===== config.mk =====
export PLATFORM = sky130hd
export DESIGN_NAME = fp_int_to_float
export DESIGN_NICKNAME = d
export VERILOG_FILES = /design/src/rtl/fp_int_to_float.sv
export SDC_FILE = /design/constraint.sdc
export NUM_CORES = 1
export LEC_CHECK = 0
export ABC_AREA = 1
export CORE_MARGIN = 5
export CORE_UTILIZATION = 30
export DETAILED_ROUTE_END_ITERATION = 12
export PLACE_DENSITY_LB_ADDON = 0.08
export REMOVE_ABC_BUFFERS = 1
export SYNTH_ARGS = -nofsm -noshare
export SYNTH_HDL_FRONTEND = slang
export SYNTH_SLANG_ARGS = --single-unit

===== constraint.sdc =====
create_clock -name clk -period 2.2 [get_ports clk]
set_clock_uncertainty 0.15 [all_clocks]
set_input_delay 0.44 -clock clk [delete_from_list [all_inputs] [get_ports clk]]
set_output_delay 0.44 -clock clk [all_outputs]
set_load 0.005 [all_outputs]

===== src/rtl/fp_int_to_float.sv =====
// Iterative signed/unsigned 32-bit integer to IEEE-754 single converter.
// Normalises one bit per cycle and truncates (round toward zero).
module fp_int_to_float #(
  parameter int unsigned EXP_BIAS = 127
) (
  input  logic        clk,
  input  logic        rst_n,
  input  logic        start_i,
  input  logic        unsigned_i,
  input  logic [31:0] int_i,
  output logic        busy_o,
  output logic        done_o,
  output logic [31:0] result_o
);

  typedef enum logic [1:0] {StIdle, StNorm, StPack} state_e;

  localparam logic [7:0] ExpInit = 8'(EXP_BIAS + 32'd31);

  state_e      state_q, state_d;
  logic [31:0] mag_q, mag_d;
  logic [7:0]  exp_q, exp_d;
  logic        sign_q, sign_d;
  logic        zero_q, zero_d;
  logic        done_q, done_d;
  logic [31:0] result_q, result_d;

  always_comb begin
    state_d  = state_q;
    mag_d    = mag_q;
    exp_d    = exp_q;
    sign_d   = sign_q;
    zero_d   = zero_q;
    done_d   = 1'b0;
    result_d = result_q;
    unique case (state_q)
      StIdle: begin
        if (start_i) begin
          sign_d  = ~unsigned_i & int_i[31];
          // Signed 0x80000000 negates to itself, which is the correct magnitude.
          mag_d   = sign_d ? (~int_i + 32'd1) : int_i;
          zero_d  = (int_i == 32'd0);
          exp_d   = ExpInit;
          state_d = StNorm;
        end
      end
      StNorm: begin
        if (zero_q || mag_q[31]) begin
          state_d = StPack;
        end else begin
          mag_d = mag_q << 1;
          exp_d = exp_q - 8'd1;
        end
      end
      StPack: begin
        // Hidden bit mag[31] is implied; mag[7:0] is dropped (truncation).
        result_d = zero_q ? 32'h0 : {sign_q, exp_q, mag_q[30:8]};
        done_d   = 1'b1;
        state_d  = StIdle;
      end
      default: state_d = StIdle;
    endcase
  end

  always_ff @(posedge clk or negedge rst_n) begin
    if (!rst_n) begin
      state_q  <= StIdle;
      mag_q    <= 32'h0;
      exp_q    <= 8'h0;
      sign_q   <= 1'b0;
      zero_q   <= 1'b0;
      done_q   <= 1'b0;
      result_q <= 32'h0;
    end else begin
      state_q  <= state_d;
      mag_q    <= mag_d;
      exp_q    <= exp_d;
      sign_q   <= sign_d;
      zero_q   <= zero_d;
      done_q   <= done_d;
      result_q <= result_d;
    end
  end

  assign busy_o   = (state_q != StIdle);
  assign done_o   = done_q;
  assign result_o = result_q;

endmodule

==> results.yml <==
sta:
  max_slew_margin: 0.695
  rsz0062_at_grt: "no"
  period_minus_slack_ns: 2.03
  finalSetupViolCount: 0
  report.final.slew_viol_count: 0
  tightest_slew_ns: 0.456
  fmax_mhz: 492
  holdWs_ns: 0.334
  finalHoldViolCount: 0
  min_period_over_period: 0.924
global_route:
  grt.met1_usage: 0.230
  grt-busiest-layer: "met2"
  grt_pass1_vias: 4258
  grt_usage: 0.164
  use_met3: 0.0336
  grt_remaining_overflow: 0
  grt_max_degree: 41
  antenna_found_initial: 0
  use_met2: 0.255
  grt_pass1_wl_mm: 21.8
die:
  die_h_um: 130
  die_width_um: 130
  dieArea_um2: 17000
  io_pins: 70
  coreArea_um2: 14400
  initial_core_util: 0.302
  rows: 44
worst_hold_path:
  holdPathStages: 2
  hold_path_class: "reg2reg"
yosys:
  synth_cells: 628
  yosysWarnings: 0
  synthSimpleGateAreaFrac: 0.349
  synth_top_family_by_area: "simple AND/OR/NAND/NOR gates"
  syn-cell-area_um2: 4340
  yosysTopAreaCellShare: 0.444
  synth_top_cell_by_area: "dfrtp_1"
  ys_top_cells_by_area: "dfrtp_1 (44%), nand2_1 (15%), nand3_1 (9.2%)"
  synth.distinct_cells: 28
  synth_seq_area_share: 0.444
  avgSynthCellArea_um2: 6.91
  ys_seq_elements: 77
  yosys.area_share.xor_xnor: 0.00403
  synth_compound_area_frac: 0.126
  synthMuxAreaShare: 0
  synthAdderAreaFrac: 0.00576
finish:
  final_common_cell: "nand2_1"
  fin_area_um2: 5930
  layout_common_cells: "nand2_1 (169), nor2_1 (93), nand3_1 (80)"
  area_growth_syn_to_layout_pct: 36.7
  antenna_cells: 0
  nNetsFinal: 778
  drive_gt1_frac: 0.119
power:
  leakagePower_nw: 2.88
  p_comb_frac: 0.444
  p_int_mw: 4.23
  peakVddDrop_mv: 0.504
  power_density_nw_per_um2: 1170
  p_sw_mw: 2.69
  p_clk_frac: 0.209
  p_sw_frac: 0.389
  seq_power_share: 0.346
clock_network:
  clock_sinks: 77
  cts_tree: "done"
  clock-root-buffer: "clkbuf_16"
  cts_buffers: 9
  clkLatencyLatePin_ns: 0.34
  cts-htree-levels: 3
  clockBufferDepth: 2
  clk_pin_slew_ns: 0.06
worst_setup_path:
  crit_type: "in2reg"
  max_stage_delay_ns: 0.45
  critPathMaxFanout: 3
  critPathSlowestCell: "clkdlybuf4s50_1"
  cp_common_cell: "nand2_1"
  end_kind: "flop"
  arrival_ns: 2.12
  start_kind: "input port"
  crit_required_ns: 2.28
  crit_chain: "clkdlybuf4s50_1, nor2_1, inv_1, nor2_1, nand2_1, nor2_1, nand2_1, nand3_1, nand3_1, nand2_1, nand2_1"
  ff2ff_path_depth: 9
outcome:
  status: "finished, final reports clean"
route:
  avgViaCountPerCell: 4.73
  drt_pass1_iterations: 4
  routed_wl_mm: 13.3
  vias: 4394
  wire_per_inst_um: 14.3
  drt_iter0_drc: 290
  ant_nets: 0
  drc: 0
place:
  placed_area_um2: 5630
  post-dp-hpwl_mm: 10.1
  io_buffers: 69
  gp_congestion: 0.915
job:
  cap_violations: 0
[registers in the layout (all words and copies together), names as in the netlist]
name and cells:
result_o 32, sign_q 1, zero_q 1, exp_q 8, done_o 1, mag_q 32
state_q 2
[cell families after synthesis]
logic type	count (synthesis)
fa+ha+maj	2
buf+inv	79
compound gates	106
flops	77
xor+xnor	2
simple gates	362
[area by class of cell]
type / instances / area, um2
tap: 184 / 230
sequential: 77 / 1930
fill: 1510 / 8440
timing repair buffer: 130 / 1190
inverter: 50 / 188
clock inverter: 3 / 18.8
multi-input combinational: 472 / 2110
clock buffer: 13 / 270
[power groups by stage]
stage               registers [mW]  logic (mW)  clock network, mW
global route                  2.47        3.54               1.55
detailed placement            2.42        3.12                  0
global placement              2.41        3.10                  0
CTS                           2.40        3.14               1.49
floorplan                     2.40        1.60                  0
finish                        2.39        3.07               1.45
[critical path: cells and delay by family]
kind / cells / cell delay, ns
simple gates: 9 / 1.17
buf+inv: 2 / 0.51
[final timing paths]
path | slack (ns) | endpoint | from
worst max-delay path | 0.17 | mag_q[29] | int_i[12]
worst min-delay path | 0.33 | sign_q | sign_q
worst max register to register | 0.54 | exp_q[6] | state_q[1]
worst min register to register | 0.33 | sign_q | sign_q
max in group asynchronous | 0.96 | mag_q[16] | rst_n
min in group asynchronous | 0.36 | result_o[26] | rst_n
[routing by layer]
layer / part of all wire / up-vias
met4: 0.013 / 0
met1: 0.49 / 2048
li1: - / 2260
met2: 0.46 / 74
met3: 0.037 / 12
met5: 0 / -
[repair_timing]
action	4_1_cts	5_1_grt
buffers inserted	0	0
resized for setup	0	1
hold endpoints to repair	17	0
setup endpoints to repair	0	1
hold buffers	1	0
[Yosys cell counts (all sizes together)]
master    n
a21o      1
a21oi    36
a22oi     2
and2      1
buf      13
clkbuf   16
dfrtp    77
ha        2
inv      50
nand2   172
nand3    81
nand3b    2
nand4     4
nor2     98
nor3      3
o211ai    1
o21ai    63
o21bai    2
o22ai     1
or2       1
xnor2     1
xor2      1
[through the flow]
step / std cells / power (mW) / util / setup TNS [ns] / worst slack (ns)
6_report: 929 / 6.91 / 0.413 / 0 / 0.168
5_1_grt: 929 / 7.55 / 0.413 / 0 / 0.0114
4_1_cts: 929 / 7.03 / 0.413 / 0 / 0.137
3_5_place_dp: 912 / 5.55 / 0.392 / -2.06 / -0.225
3_3_place_gp: 912 / 5.50 / 0.392 / -1.48 / -0.176
2_1_floorplan: 599 / 4.00 / - / -9.83 / -0.518
(Power assumes the default switching activity.)
==> edit 1: new RTL, same flow settings <==
Take the reset off `result_q` and load it in a clocked block of its own.
--- a/src/rtl/fp_int_to_float.sv
+++ b/src/rtl/fp_int_to_float.sv
@@ -70,7 +70,6 @@
       sign_q   <= 1'b0;
       zero_q   <= 1'b0;
       done_q   <= 1'b0;
-      result_q <= 32'h0;
     end else begin
       state_q  <= state_d;
       mag_q    <= mag_d;
@@ -78,8 +77,11 @@
       sign_q   <= sign_d;
       zero_q   <= zero_d;
       done_q   <= done_d;
-      result_q <= result_d;
     end
+  end
+
+  always_ff @(posedge clk) begin
+    result_q <= result_d;
   end
 
   assign busy_o   = (state_q != StIdle);
Behaviour: differs if rst_n is asserted again (counterexample within 4 cycles, from zero or initial values and one cycle with rst_n low); with rst_n held inactive, the same outputs for 10 cycles.
==> edit 1 against the unedited design <==
Non-clock buffer count down 29. Critical path type is now reg -> out. Routed wire length shrank 8.8%. Power is 8.8% lower. Hold slack got worse by 0.0054 ns. Final area shrank 4.6%. Setup slack better by 0.039 ns. Synthesized area fell by 1.2%. Fmax rose by 2.0%. Largest cell class is now sequential cells. Sequential cell count unchanged.
==> edit 1: results (changes against the unedited design) <==
status=finished, final reports clean (unchanged); met2 Use GR=25.2% (was 25.5%); end of the critical path=busy_o (was mag_q[29]); FILL cells=1,458 (was 1,510); Sw Pwr=0.00235 W (was 0.00269 W); post-synthesis xor/xnor area fraction=0.409% (was 0.403%); M3 GR Usage=3.59% (was 3.36%); clk tree area frac=4.90% (was 4.87%); multi-input gate count=401 (was 472); Nets=705 (was 778); first-pass GRT wire length=19.6 mm (was 21.8 mm); GPL Wtd Cong=0.900 (was 0.915); compound-cell area share of the yosys netlist=10.9% (was 12.6%); vias in the first global route=3,835 (was 4,258); Synth area leaders=dfrtp_1 26%, edfxtp_1 22%, nand2_1 13% (was dfrtp_1 44%, nand2_1 15%, nand3_1 9.2%); P_seq=0.00228 W (was 0.00239 W); R2R Setup Slk=0.37 ns (was 0.54 ns); area occupied by multi-input gates=1810 um^2 (was 2110 um^2); ys async rst share=58.4% (was 100%); Hold Crit Start=mag_q[11] (was sign_q); worst setup path start=state_q[0] (was int_i[12]); post-route insts no fill=852 (was 929); Non-clk bufs=101 (was 130); switching part of the total power=37.3% (was 38.9%); Commonest cells post-synth=146 x nand2_1, 96 x nor2_1, 74 x inv_1 (was 169 x nand2_1, 96 x nor2_1, 80 x nand3_1); Post-synth EDFFs=32 (was 0); vias=3,934 (was 4,394)
-- edit 1: cell families (layout without fill, tap and decap cells) --
family	Yosys count	after routing
flip-flops	77	77
AND/OR/NAND/NOR	309	309
buffers and inverters	99	194
XOR/XNOR	2	2
adder cells (fa/ha/maj)	2	2
AO/OA/AOI/OAI	88	88
-- edit 1: per-stage QoR --
stage	TNS, ns	hold slack, ns
final	0	0.329
after CTS	0	0.332
after global routing	0	0.349
after global placement	-0.447	0.261
after floorplan	-16.10	-0.00559
after detailed placement	-0.243	0.254
-- edit 1: critical path: stages, from the launching register on --
cell and delay (ns):
dfrtp_1 0.43, inv_2 0.07, nand2_1 0.08, clkdlybuf4s50_1 0.49
-- edit 1: routing by layer --
metal  routed length [um]  vias to the layer above
met5                    0                        -
met4                  238                        0
met3                  463                       15
met2                 5840                       75
met1                 5610                     1819
li1                     -                     2025
-- edit 1: timing repair --
action,4_1_cts,5_1_grt
endpoints found under the hold margin,14,0
setup buffers,0,0
hold buffers,1,0
==> edit 2: new RTL, same flow settings <==
Without the edit above. Set the parameter `EXP_BIAS` to 95 (it was 127).
--- a/src/rtl/fp_int_to_float.sv
+++ b/src/rtl/fp_int_to_float.sv
@@ -1,7 +1,7 @@
 // Iterative signed/unsigned 32-bit integer to IEEE-754 single converter.
 // Normalises one bit per cycle and truncates (round toward zero).
 module fp_int_to_float #(
-  parameter int unsigned EXP_BIAS = 127
+  parameter int unsigned EXP_BIAS = 95
 ) (
   input  logic        clk,
   input  logic        rst_n,
Behaviour: not the same (Yosys sat finds a counterexample within 4 cycles, from zero or initial values and one cycle with rst_n low).
==> edit 2 against the unedited design <==
Routed wire length is 0.91% higher. Hold slack worse by 0.0035 ns. Setup slack better by 0.016 ns. Power is 2.9% higher. Sequential cell count stayed put. Sequential share of layout area is 0.23 points higher. Final area is 0.70% lower. Synthesized area is 0.92% higher. Cell count is 1.6% lower. Via count hardly changed. Largest cell class unchanged.
==> edit 2: results (changes against the unedited design) <==
post-synthesis xor/xnor area fraction=0.200% (was 0.403%); area grow syn2layout=34.5% (was 36.7%); compound-cell area share of the yosys netlist=12.8% (was 12.6%); Worst-Skew Late Latency=0.35 ns; FILL cells=1,549 (was 1,510); LEAKAGE=2.85 nW (was 2.88 nW); HPWL after DPL=9.90 mm (was 10.1 mm); met2 Use GR=24.3% (was 25.5%); Synth Instances=622 (was 628); Routed WL=13.4 mm (was 13.3 mm); status=finished, final reports clean (unchanged); GPL Wtd Cong=0.859 (was 0.915); largest net degree at the start of global routing=78 (was 41); Post-CTS Hold Fix Bufs=1 (unchanged); Nets=763 (was 778); worst path arrival time=2.11 ns; Critical-path top delay cell=clkdlybuf4s50_1 (unchanged); dpl cell area=5580 um^2 (was 5630 um^2); Overall Global Routing Usage=16.6% (was 16.4%); number of antenna diodes=0 (unchanged); Commonest cells post-synth=160 x nand2_1, 90 x nor2_1, 83 x nand3_1 (was 169 x nand2_1, 96 x nor2_1, 80 x nand3_1); ys async rst share=100% (unchanged); area leader, netlist=dfrtp_1 (unchanged); sequential-to-total area share from yosys stat=44.0% (was 44.4%); mux contribution to synthesized area=0% (unchanged); first-pass GRT wire length=22.0 mm (was 21.8 mm); slowest stage delay, CP=0.48 ns (was 0.45 ns); Worst Path Max Fanout=6 (was 3); maximum VDD drop=0.523 mV (was 0.504 mV); M3 GR Usage=3.82% (was 3.36%); Place WS=-0.143 ns (was -0.225 ns); ratio of cells with drive above 1 in the final layout=11.4% (was 11.9%); Clock Tree Buf Depth=2 (unchanged); via/cell ratio=4.80 (was 4.73); Yosys warnings=0 (unchanged); GR Util met1=23.9% (was 23.0%); wire per inst=14.7 um (was 14.3 um); postcts setup bufs=0 (unchanged); detailed router's first-iteration violation count=309 (was 290); vias in the first global route=4,263 (was 4,258); clock-pin slew on the worst setup and hold paths=0.06 ns (about the same); Synth area leaders=dfrtp_1 44%, nand2_1 14%, nand3_1 9.5% (was dfrtp_1 44%, nand2_1 15%, nand3_1 9.2%); initial antenna violation count=0 (unchanged); Rel. slew slack=69.5% (about the same); Netlist cell types=34 (was 28); Synth Area in Adders=0.571% (was 0.576%); dpl cells=897 (was 912)
## edit 2: final timing paths
path / from / to / cells past startpoint / slack (ns)
min: mag_q[2] / mag_q[2] / 2 / 0.33
min in group asynchronous: rst_n / result_o[27] / 3 / 0.51
max reg2reg: state_q[1] / mag_q[26] / 6 / 0.43
max in group asynchronous: rst_n / mag_q[20] / 3 / 1.07
max: int_i[1] / mag_q[30] / 12 / 0.18
min reg2reg: mag_q[2] / mag_q[2] / 2 / 0.33
## edit 2: report_power, final
group / leakage, nW / total (W) / internal [W] / switching (W)
Combinational: 1.77 / 0.00318 / 0.00136 / 0.00182
Sequential: 0.931 / 0.00241 / 0.00204 / 0.000365
Clock: 0.149 / 0.00153 / 0.000907 / 0.000623
## edit 2: metal layers
metal / vias to the layer above / wire length [um]
met5: - / 0
met4: 0 / 238
met3: 14 / 653
met2: 97 / 5780
met1: 2050 / 6770
li1: 2230 / -
## edit 2: worst max-delay path: cells and delay by family
kind / cells / cell delay, ns
AND/OR/NAND/NOR: 8 / 0.80
buffers and inverters: 3 / 0.69
adder cells (fa/ha/maj): 1 / 0.18
## edit 2: cells by family (layout without fill, tap and decap cells)
kind of cell,Yosys count,count (layout)
xor gates and xnor gates,1,1
buffers and inverters,81,189
and+or+nand+nor,353,353
DFF,77,77
adders and majority gates,2,2
AOI/OAI and AO/OA,108,108
## edit 2: area by class of cell
| type | count | area share, % |
|---|---|---|
| clock inverter | 6 | 1.04 |
| clock buffer | 10 | 4.06 |
| inverter | 53 | 3.50 |
| multi-input combinational | 464 | 35.9 |
| tap | 184 | 3.91 |
| sequential | 77 | 32.7 |
| timing repair buffer | 120 | 18.9 |
